## src/rtl/clkrst_trace_recorder.sv

```systemverilog
// rtl/clkrst_trace_recorder.sv - clock/reset trace recorder with valid/ready record FIFO (optional drop_cnt via CLKRST_REC_DROP_CNT_EN)
module clkrst_trace_recorder #(
    parameter int FIFO_DEPTH = 4,
    parameter int CNT_W      = 64
) (
    input  logic             clk,
    input  logic             rst,
    input  logic             trace_en,
    input  logic             mon_rst,
    output logic             rec_valid,
    input  logic             rec_ready,
    output logic             rec_type,
    output logic [CNT_W-1:0] rec_cycle,
    output logic             rec_value,
    output logic             rec_lost,
    output logic [CNT_W-1:0] clkcnt
`ifdef CLKRST_REC_DROP_CNT_EN
    ,
    output logic [15:0]      drop_cnt
`endif
);

    localparam int PTR_W = $clog2(FIFO_DEPTH);
    localparam int OCC_W = PTR_W + 1;
    localparam int REC_W = CNT_W + 3;
    localparam logic [OCC_W-1:0] FULL_OCC = OCC_W'(FIFO_DEPTH);

    typedef enum logic [1:0] {
        ST_IDLE = 2'd0,
        ST_INIT = 2'd1,
        ST_RUN  = 2'd2
    } state_t;

    state_t             state_q, state_d;
    logic [CNT_W-1:0]   clkcnt_q, clkcnt_d;
    logic               mon_q, mon_d;
    logic               lost_q, lost_d;
    logic [REC_W-1:0]   mem_q [FIFO_DEPTH];
    logic [REC_W-1:0]   mem_d [FIFO_DEPTH];
    logic [PTR_W-1:0]   wptr_q, wptr_d;
    logic [PTR_W-1:0]   rptr_q, rptr_d;
    logic [OCC_W-1:0]   occ_q, occ_d;

    logic               change_evt;
    logic               push_req;
    logic               push_type;
    logic               fifo_full;
    logic               pop;
    logic               push_ok;
    logic               drop;
    logic [REC_W-1:0]   head;

    // Free-running cycle counter and one-cycle history of the monitored reset
    always_comb begin
        clkcnt_d = clkcnt_q + CNT_W'(1);
        mon_d    = mon_rst;
    end

    assign change_evt = (mon_rst != mon_q);

    // FSM state register
    always_ff @(posedge clk or posedge rst) begin
        if (rst) begin
            state_q <= ST_IDLE;
        end else begin
            state_q <= state_d;
        end
    end

    // FSM next-state: INIT lasts exactly one cycle, RUN persists while enabled
    always_comb begin
        state_d = state_q;
        case (state_q)
            ST_IDLE: if (trace_en) state_d = ST_INIT;
            ST_INIT: state_d = ST_RUN;
            ST_RUN:  if (!trace_en) state_d = ST_IDLE;
            default: state_d = ST_IDLE;
        endcase
    end

    // FSM outputs: INIT always records, RUN records only on a change of mon_rst
    always_comb begin
        push_req  = 1'b0;
        push_type = 1'b0;
        case (state_q)
            ST_INIT: begin
                push_req  = 1'b1;
                push_type = 1'b0;
            end
            ST_RUN: begin
                push_req  = change_evt;
                push_type = 1'b1;
            end
            default: begin
                push_req  = 1'b0;
                push_type = 1'b0;
            end
        endcase
    end

    // FIFO control: a pop frees a slot in the same cycle, so a full FIFO still accepts a push
    always_comb begin
        fifo_full = (occ_q == FULL_OCC);
        pop       = (occ_q != '0) && rec_ready;
        push_ok   = push_req && (!fifo_full || pop);
        drop      = push_req && !push_ok;
    end

    // FIFO storage, pointers, occupancy and the sticky lost flag
    always_comb begin
        mem_d = mem_q;
        if (push_ok) begin
            mem_d[wptr_q] = {lost_q, mon_rst, push_type, clkcnt_q};
        end
        wptr_d = wptr_q + PTR_W'(push_ok);
        rptr_d = rptr_q + PTR_W'(pop);
        occ_d  = occ_q + OCC_W'(push_ok) - OCC_W'(pop);
        lost_d = lost_q;
        if (drop) begin
            lost_d = 1'b1;
        end else if (push_ok) begin
            lost_d = 1'b0;
        end
    end

    // Datapath registers
    always_ff @(posedge clk or posedge rst) begin
        if (rst) begin
            clkcnt_q <= '0;
            mon_q    <= 1'b0;
            lost_q   <= 1'b0;
            wptr_q   <= '0;
            rptr_q   <= '0;
            occ_q    <= '0;
            for (int i = 0; i < FIFO_DEPTH; i++) begin
                mem_q[i] <= '0;
            end
        end else begin
            clkcnt_q <= clkcnt_d;
            mon_q    <= mon_d;
            lost_q   <= lost_d;
            wptr_q   <= wptr_d;
            rptr_q   <= rptr_d;
            occ_q    <= occ_d;
            for (int i = 0; i < FIFO_DEPTH; i++) begin
                mem_q[i] <= mem_d[i];
            end
        end
    end

    // Record outputs come straight from the head entry; zeroed while nothing is pending
    always_comb begin
        head      = mem_q[rptr_q];
        rec_valid = (occ_q != '0);
        rec_cycle = rec_valid ? head[CNT_W-1:0] : '0;
        rec_type  = rec_valid ? head[CNT_W]     : 1'b0;
        rec_value = rec_valid ? head[CNT_W+1]   : 1'b0;
        rec_lost  = rec_valid ? head[CNT_W+2]   : 1'b0;
        clkcnt    = clkcnt_q;
    end

`ifdef CLKRST_REC_DROP_CNT_EN
    logic [15:0] drop_cnt_q, drop_cnt_d;

    // Saturating count of dropped records, cleared only by rst
    always_comb begin
        drop_cnt_d = drop_cnt_q;
        if (drop && (drop_cnt_q != 16'hFFFF)) begin
            drop_cnt_d = drop_cnt_q + 16'd1;
        end
    end

    // Drop counter register
    always_ff @(posedge clk or posedge rst) begin
        if (rst) begin
            drop_cnt_q <= '0;
        end else begin
            drop_cnt_q <= drop_cnt_d;
        end
    end

    assign drop_cnt = drop_cnt_q;
`endif

endmodule

```

## config.mk

```make
export PLATFORM = sky130hd
export DESIGN_NAME = clkrst_trace_recorder
export DESIGN_NICKNAME = d
export VERILOG_FILES = /design/src/rtl/clkrst_trace_recorder.sv
export SDC_FILE = /design/constraint.sdc
export NUM_CORES = 1
export LEC_CHECK = 0
export CAP_MARGIN = 20
export CORE_MARGIN = 2
export CORE_UTILIZATION = 40
export DETAILED_ROUTE_END_ITERATION = 7
export HOLD_SLACK_MARGIN = 0.02
export MAX_ROUTING_LAYER = met4
export PLACE_DENSITY_LB_ADDON = 0.12
export SLEW_MARGIN = 40
export SYNTH_ARGS = -nofsm -noshare
export SYNTH_HDL_FRONTEND = slang
export SYNTH_SLANG_ARGS = --single-unit
```

## constraint.sdc

```tcl
create_clock -name clk -period 15.8 [get_ports clk]
set_input_delay 2.37 -clock clk [delete_from_list [all_inputs] [get_ports clk]]
set_output_delay 2.37 -clock clk [all_outputs]
set_load 0.02 [all_outputs]
```

==> qor.csv, run 1 <==
metric,value,unit
GR Util All Layers,18.4,%
half-perimeter wire length after placement,21200,um
fin crit share,36.3,%
min cycle time layout,5740,ps
postcts setup bufs,0,
share of the synthesized area in the top cell type,55.2,%
Core Area,38500,sq um
Pre-antenna DRT Iters,4,
Post-Layout Cell Count,1721,
CP max FO,45,
GRT met3 Usage,2.54,%
Inst Count DP,1651,
Detailed Route Iter0 Violations,405,
Vias,8975,
vias in the first global route,9441,
routability cong.,0.719,
Syn. warnings,0,
Setup CP Type,reg -> out,
first-pass GRT wire length,56800,um
GR Util met2,28.1,%
initial antenna violation count,0,
setup ws final,10060,ps
die area,40400,sq um
max frequency,174,MHz
Hold Fails Final Rpt,0,
Setup Viol. Count Final,0,
clock sinks,343,
die width,201,um
Setup Total Neg Slack,0,ps
die height,201,um
Buffers on Ports,136,
CTS tree,yes,
clock root buffer,clkbuf_16,
area growth from synthesis to layout,19.9,%
final wirelength,35100,um
"Data required, critical path",13430,ps
"commonest cells after routing, fill and taps aside","dfrtp_1, mux2_2, clkdlybuf4s50_1",
register area share after synthesis,55.2,%
Avg Inst Size Synth,14.6,sq um
Max Clock Skew,16.7,ps
Nets,1190,
met1 Use GR,26.5,%
Vias per Instance,5.21,
Slew Limit Fails,0,
drt drc,0,
DR WL/cell,20.4,um
I/O pin count,137,
clk_lat worst skew,530,ps
worst hold path class,reg -> reg,
share of cells above drive strength 1,30.5,%
"commonest non-fill, non-tap cell in the layout",dfrtp_1,
"CTS clk-pin slew, worst paths",60,ps
row cnt,72,
Rel. slew slack,50.0,%
Peak supply drop,0.125,mV
"EDFF count, synth",0,
Most Crowded Layer GR,met2,
Syn Nets,1076,
Slew @ Worst Pin,750,ps
CP Launch Type,flop,
synth top area cells,"dfrtp_1, mux2_2, mux4_2, mux2_1, and2_1",
Arrival @ worst endpoint,3370,ps
Post-synth top flop,dfrtp_1,
CTS Buffer Depth,3,
CTS H-tree lvls,2,
Initial Util,40.4,%
largest net degree at the start of global routing,140,
max_cap viols,0,
RSZ-0062 raised after global routing,false,
Synth area leader,dfrtp_1,
Leak Pwr,0.00858,uW
PD cells,130,nW/um^2
pre-CTS WS,10100,ps
count of different cell masters after synthesis,39,
crit end category,primary output,
cts hold-fix bufs,0,
diodes inserted,0,
outcome,"complete, no violations",
#FFs+latches synth,343,
Antenna Nets Post-Route,0,
Post-Synthesis Cells,1061,
"FFs w/ async S/R, synth",100,%
Post-Syn Area,15500,sq um
gr ovfl total,0,
CTS resizes,0,
Num CTS Buffers,39,
## power breakdown
group	leakage (uW)	internal, uW	total [uW]	switching [uW]
clock network	0.000646	532	890	358
logic	0.00324	244	513	269
registers	0.00470	936	1010	75.3
## synthesized netlist by cell type (6+ instances only)
master,number
nor2_1,16
mux4_2,67
buf_6,6
nor3_1,14
nand4_1,20
mux2_2,209
and2_1,71
and3_1,9
ha_1,9
nor4_1,8
xnor2_1,41
buf_4,10
dfrtp_1,343
mux2_1,60
inv_1,13
xor2_1,26
and4_1,8
nand2_1,27
clkbuf_1,39
buf_2,19
nand3_1,22
## routing by layer
layer	up-vias	wire length (um)
met2	155	16400
li1	4041	-
met3	42	1280
met5	-	0
met1	4737	16900
met4	0	490
## worst max-delay path, cell delays in order, from the launching register on
cell,delay (ps)
dfrtp_4,760
buf_6,610
mux4_2,600
and2_1,230
clkdlybuf4s50_1,560
## state kept, by name, summed over array words and instances, names as in the netlist
signal   count
wptr_q       2
mon_q        1
rptr_q       2
lost_q       1
mem_q      268
occ_q        3
clkcnt      64
state_q      2
## logic make-up after synthesis
logic type / count (synthesis) / share of synthesized area [%]
buffers and inverters: 90 / 2.87
xor gates and xnor gates: 67 / 3.78
and+or+nand+nor: 211 / 7.91
muxes: 337 / 29.3
adders and majority gates: 10 / 0.853
AOI/OAI and AO/OA: 3 / 0.0966
DFF: 343 / 55.2
## cell type report
cell class	instances	area (sq um)
Clock inverter	14	114
Timing Repair Buffer	150	1510
Clock buffer	55	1170
Tap cell	518	648
Inverter	13	61.3
Multi-Input combinational cell	628	6540
Sequential cell	343	8590
Fill cell	3407	19800
## worst paths after layout
check                                 from  slack, ps  cells past startpoint             to
max in group asynchronous              rst      11850                      4      rptr_q[0]
worst max register to register  state_q[0]      12430                      8      mem_q[31]
min in group asynchronous              rst       2270                      2     mem_q[225]
worst max-delay path             rptr_q[1]      10060                      4  rec_cycle[63]
worst min register to register  mem_q[156]        480                      1     mem_q[156]
worst min-delay path            mem_q[156]        480                      1     mem_q[156]
## per-stage QoR
step           hold WS [ps]  utilization, %  instance area, sq um  power [uW]
2_1_floorplan           452               -                 15500        1380
3_3_place_gp            462            44.9                 17300        1540
3_5_place_dp            471            45.0                 17300        1560
4_1_cts                 483            48.4                 18600        2460
5_1_grt                 491            48.4                 18600        2530
6_report                480            48.4                 18600        2410
Power figures use the tool's default switching activity.
==> run 2: changes to the inputs <==
- clock period: 15.8 -> 5.4 ns (I/O delays scaled with it)
==> qor.csv, run 2 (synthesis gave the netlist of run 1 again) <==
metric,value,unit
crit end category,primary output,
Clock power frac,36.1,%
PD cells,376,nW/um^2
R2R setup slack,2340,ps
half-perimeter wire length after placement,21300,um
CTS H-tree lvls,2,
drt drc,0,
Vias per Instance,5.22,
largest net degree at the start of global routing,134,
Sw Share,28.7,%
row cnt,72,
diodes inserted,0,
Antenna Nets Post-Route,0,
max_cap viols,0,
area growth from synthesis to layout,19.8,%
cells on worst reg2reg path,7,
Nets,1191,
CP Launch Type,flop,
I/O pin count,137,
pre-CTS WS,1580,ps
combinational share of power,21.6,%
Setup Viol. Count Final,0,
"CTS clk-pin slew, worst paths",50,ps
Vias,8967,
worst path cell trace,buf_12 -> mux4_2 -> and2_1 -> clkdlybuf4s50_1,
Worst R2R End,mem_q[162],
r2r startpoint,state_q[0],
Buffers on Ports,136,
final wirelength,35200,um
Peak supply drop,0.306,mV
Pre-antenna DRT Iters,4,
Max stage delay on crit path,840,ps
crit path from,rptr_q[1],
GR Util All Layers,18.4,%
worst hold path class,reg -> reg,
initial antenna violation count,0,
most flop-heavy register,mem_q,
Leak Pwr,0.00856,uW
Hold Fails Final Rpt,0,
post-route cell area,18600,sq um
Arrival @ worst endpoint,3120,ps
Core Area,38500,sq um
DR WL/cell,20.5,um
Slew Limit Fails,0,
total power,7000,uW
"commonest non-fill, non-tap cell in the layout",dfrtp_1,
cts hold-fix bufs,0,
CTS resizes,0,
Sw Pwr,2010,uW
Detailed Route Iter0 Violations,417,
Max Clock Skew,19.9,ps
CTS Buffer Depth,3,
first-pass GRT wire length,56700,um
Slew @ Worst Pin,793,ps
die area,40400,sq um
fin crit share,72.8,%
clock root buffer,clkbuf_16,
Num CTS Buffers,39,
postcts setup bufs,0,
Setup crit end,rec_cycle[62],
clk_lat worst skew,530,ps
max reg flops,268,
vias in the first global route,9441,
filler instances,3400,
Setup CP Type,reg -> out,
CTS tree,yes,
"commonest cells after routing, fill and taps aside","dfrtp_1, mux2_2, clkdlybuf4s50_1",
Area after DPL,17400,sq um
gr ovfl total,0,
Pint,4990,uW
setup ws final,1470,ps
Sequential Power Share,42.3,%
RSZ-0062 raised after global routing,false,
Initial Util,40.4,%
routability cong.,0.731,
footprint of the multi-input gates,6540,sq um
CP max stage cell,dfrtp_4,
outcome,"complete, no violations",
"Data required, critical path",4590,ps
die height,201,um
min cycle time layout,3930,ps
Rel. slew slack,46.8,%
die width,201,um
Sequential Area,8590,sq um
max frequency,254,MHz
clock sinks,343,
Setup Total Neg Slack,0,ps
share of cells above drive strength 1,29.7,%
CP max FO,41,
-- run 2: routing by layer --
metal | vias to the layer above | global-route usage, % | share of wire, %
met5 | - | - | 0
met2 | 156 | 27.6 | 46
met3 | 45 | 3.13 | 4.0
met1 | 4735 | 26.3 | 48
li1 | 4031 | - | -
met4 | 0 | 4.15 | 1.5
-- run 2: worst min-delay path by stage --
stage / startpoint / end / cells after the start
final: mem_q[159] / mem_q[159] / 1
after global routing: mem_q[159] / mem_q[159] / 1
after CTS: mem_q[144] / mem_q[144] / 1
after detailed placement: mem_q[164] / mem_q[164] / 1
after global placement: mem_q[151] / mem_q[151] / 1
after floorplan: mem_q[133] / mem_q[133] / 1
-- run 2: power groups by stage --
stage | clock (uW) | combinational [uW] | sequential, uW
final | 2530 | 1510 | 2960
after global routing | 2720 | 1640 | 3000
after CTS | 2610 | 1550 | 2970
after detailed placement | 0 | 1550 | 3020
after global placement | 0 | 1480 | 3060
after floorplan | 0 | 1200 | 2850
-- run 2: area by class of cell --
| type | count | area share (%) |
|---|---|---|
| Clock buffer | 63 | 6.49 |
| Clock inverter | 3 | 0.0806 |
| Inverter | 13 | 0.282 |
| Multi-Input combinational cell | 628 | 35.1 |
| Sequential cell | 343 | 46.1 |
| Tap cell | 518 | 3.48 |
| Timing Repair Buffer | 151 | 8.43 |
-- run 2: per-stage QoR --
stage	hold WS [ps]	cells	utilization [%]
CTS	483	1718	48.3
detailed placement	471	1652	45.2
finish	479	1719	48.4
floorplan	452	1061	-
global route	492	1719	48.4
global placement	463	1651	45.1
-- run 2: critical path: cells and delay by family (launching register included) --
| kind | cells | cell delay (ps) |
|---|---|---|
| DFF | 1 | 840 |
| muxes | 1 | 610 |
| buffers and inverters | 2 | 950 |
| and+or+nand+nor | 1 | 190 |
==> run 3: changes to the inputs <==
- clock period: 5.4 -> 3.3 ns (I/O delays scaled with it)
==> qor.csv, run 3 (synthesis gave the netlist of run 1 again) <==
metric,value,unit
Rel. slew slack,53.3,%
Antenna Nets Post-Route,0,
Leak Pwr,0.00868,uW
Buffers on Ports,136,
CTS H-tree lvls,2,
Slew Limit Fails,0,
diodes inserted,0,
CTS tree,yes,
Setup CP Type,reg -> out,
"commonest non-fill, non-tap cell in the layout",dfrtp_1,
I/O pin count,137,
RSZ-0062 raised after global routing,false,
Peak supply drop,0.406,mV
most flop-heavy register,mem_q,
"Data required, critical path",2800,ps
Vias per Instance,5.19,
routability cong.,0.715,
cts hold-fix bufs,0,
footprint of the multi-input gates,6540,sq um
Nets,1211,
area growth from synthesis to layout,21.6,%
Sequential Area,8590,sq um
initial antenna violation count,0,
pre-CTS WS,156,ps
max reg flops,268,
min cycle time layout,3200,ps
DR WL/cell,20.2,um
GR Util All Layers,18.3,%
Arrival @ worst endpoint,2700,ps
clock root buffer,clkbuf_16,
Initial Util,40.4,%
Core Area,38500,sq um
Setup Viol. Count Final,0,
total power,11700,uW
die width,201,um
Pre-antenna DRT Iters,4,
clock sinks,343,
half-perimeter wire length after placement,22100,um
row cnt,72,
crit path from,rptr_q[0],
clk_lat worst skew,530,ps
fin crit share,96.9,%
max frequency,313,MHz
crit end category,primary output,
largest net degree at the start of global routing,87,
Slew @ Worst Pin,693,ps
die area,40400,sq um
CTS Buffer Depth,3,
first-pass GRT wire length,56500,um
Setup Total Neg Slack,0,ps
share of cells above drive strength 1,30.7,%
worst hold path class,in -> async,
PD cells,617,nW/um^2
Hold Fails Final Rpt,0,
die height,201,um
gr ovfl total,0,
final wirelength,35000,um
"CTS clk-pin slew, worst paths",60,ps
Vias,9020,
final design utilization,49.1,%
Area after DPL,17600,sq um
r2r startpoint,state_q[0],
setup ws final,103,ps
drt drc,0,
outcome,"complete, no violations",
Max Clock Skew,12.8,ps
CP Launch Type,flop,
Num CTS Buffers,40,
max_cap viols,0,
vias in the first global route,9475,
post-route cell area,18900,sq um
"commonest cells after routing, fill and taps aside","dfrtp_1, mux2_2, clkdlybuf4s50_1",
filler instances,3408,
CP max FO,26,
Detailed Route Iter0 Violations,345,
-- run 3: worst max-delay path: stages (launching register included) --
cell and delay [ps]:
dfrtp_4 740, buf_4 360, mux4_2 340, and2_1 170, clkdlybuf4s50_1 540
-- run 3: worst paths after layout --
| kind | endpoint | slack (ps) | cells after the start |
|---|---|---|---|
| setup / recovery | rec_cycle[27] | 100 | 4 |
| hold / removal | mem_q[26] | 290 | 2 |
| setup reg to reg | mem_q[194] | 610 | 8 |
| hold reg to reg | mem_q[149] | 480 | 1 |
| max in group asynchronous | mem_q[121] | 2060 | 4 |
| min in group clk | mem_q[149] | 480 | 1 |
-- run 3: per-layer routing --
metal / wire length, um / vias to the layer above / global-route usage [%]
li1: - / 4077 / -
met1: 16600 / 4748 / 25.6
met2: 16400 / 150 / 28.2
met3: 1420 / 45 / 3.05
met4: 620 / 0 / 4.34
met5: 0 / - / -
-- run 3: per-stage QoR --
step / hold WS, ps / instances
after floorplan: 452 / 1061
after global placement: 461 / 1669
after detailed placement: 469 / 1669
after CTS: 459 / 1735
after global routing: 304 / 1738
final: 285 / 1738
-- run 3: area by class of cell --
cell class,count,area share (%)
clock buffer,58,5.98
clock inverter,8,0.517
inverter,13,0.278
multi-input combinational,628,34.6
sequential,343,45.5
tap,518,3.43
timing repair buffer,170,9.72
-- run 3: repair_timing --
action | CTS | global route
gates resized for setup | 0 | 0
setup endpoints to repair | 0 | 14
setup buffers | 0 | 2
-- run 3: power breakdown --
group / leakage (uW) / switching, uW / internal, uW
clock network: 0.000602 / 1680 / 2520
registers: 0.00470 / 262 / 4480
logic: 0.00338 / 1390 / 1340
total: 0.00868 / 3330 / 8340
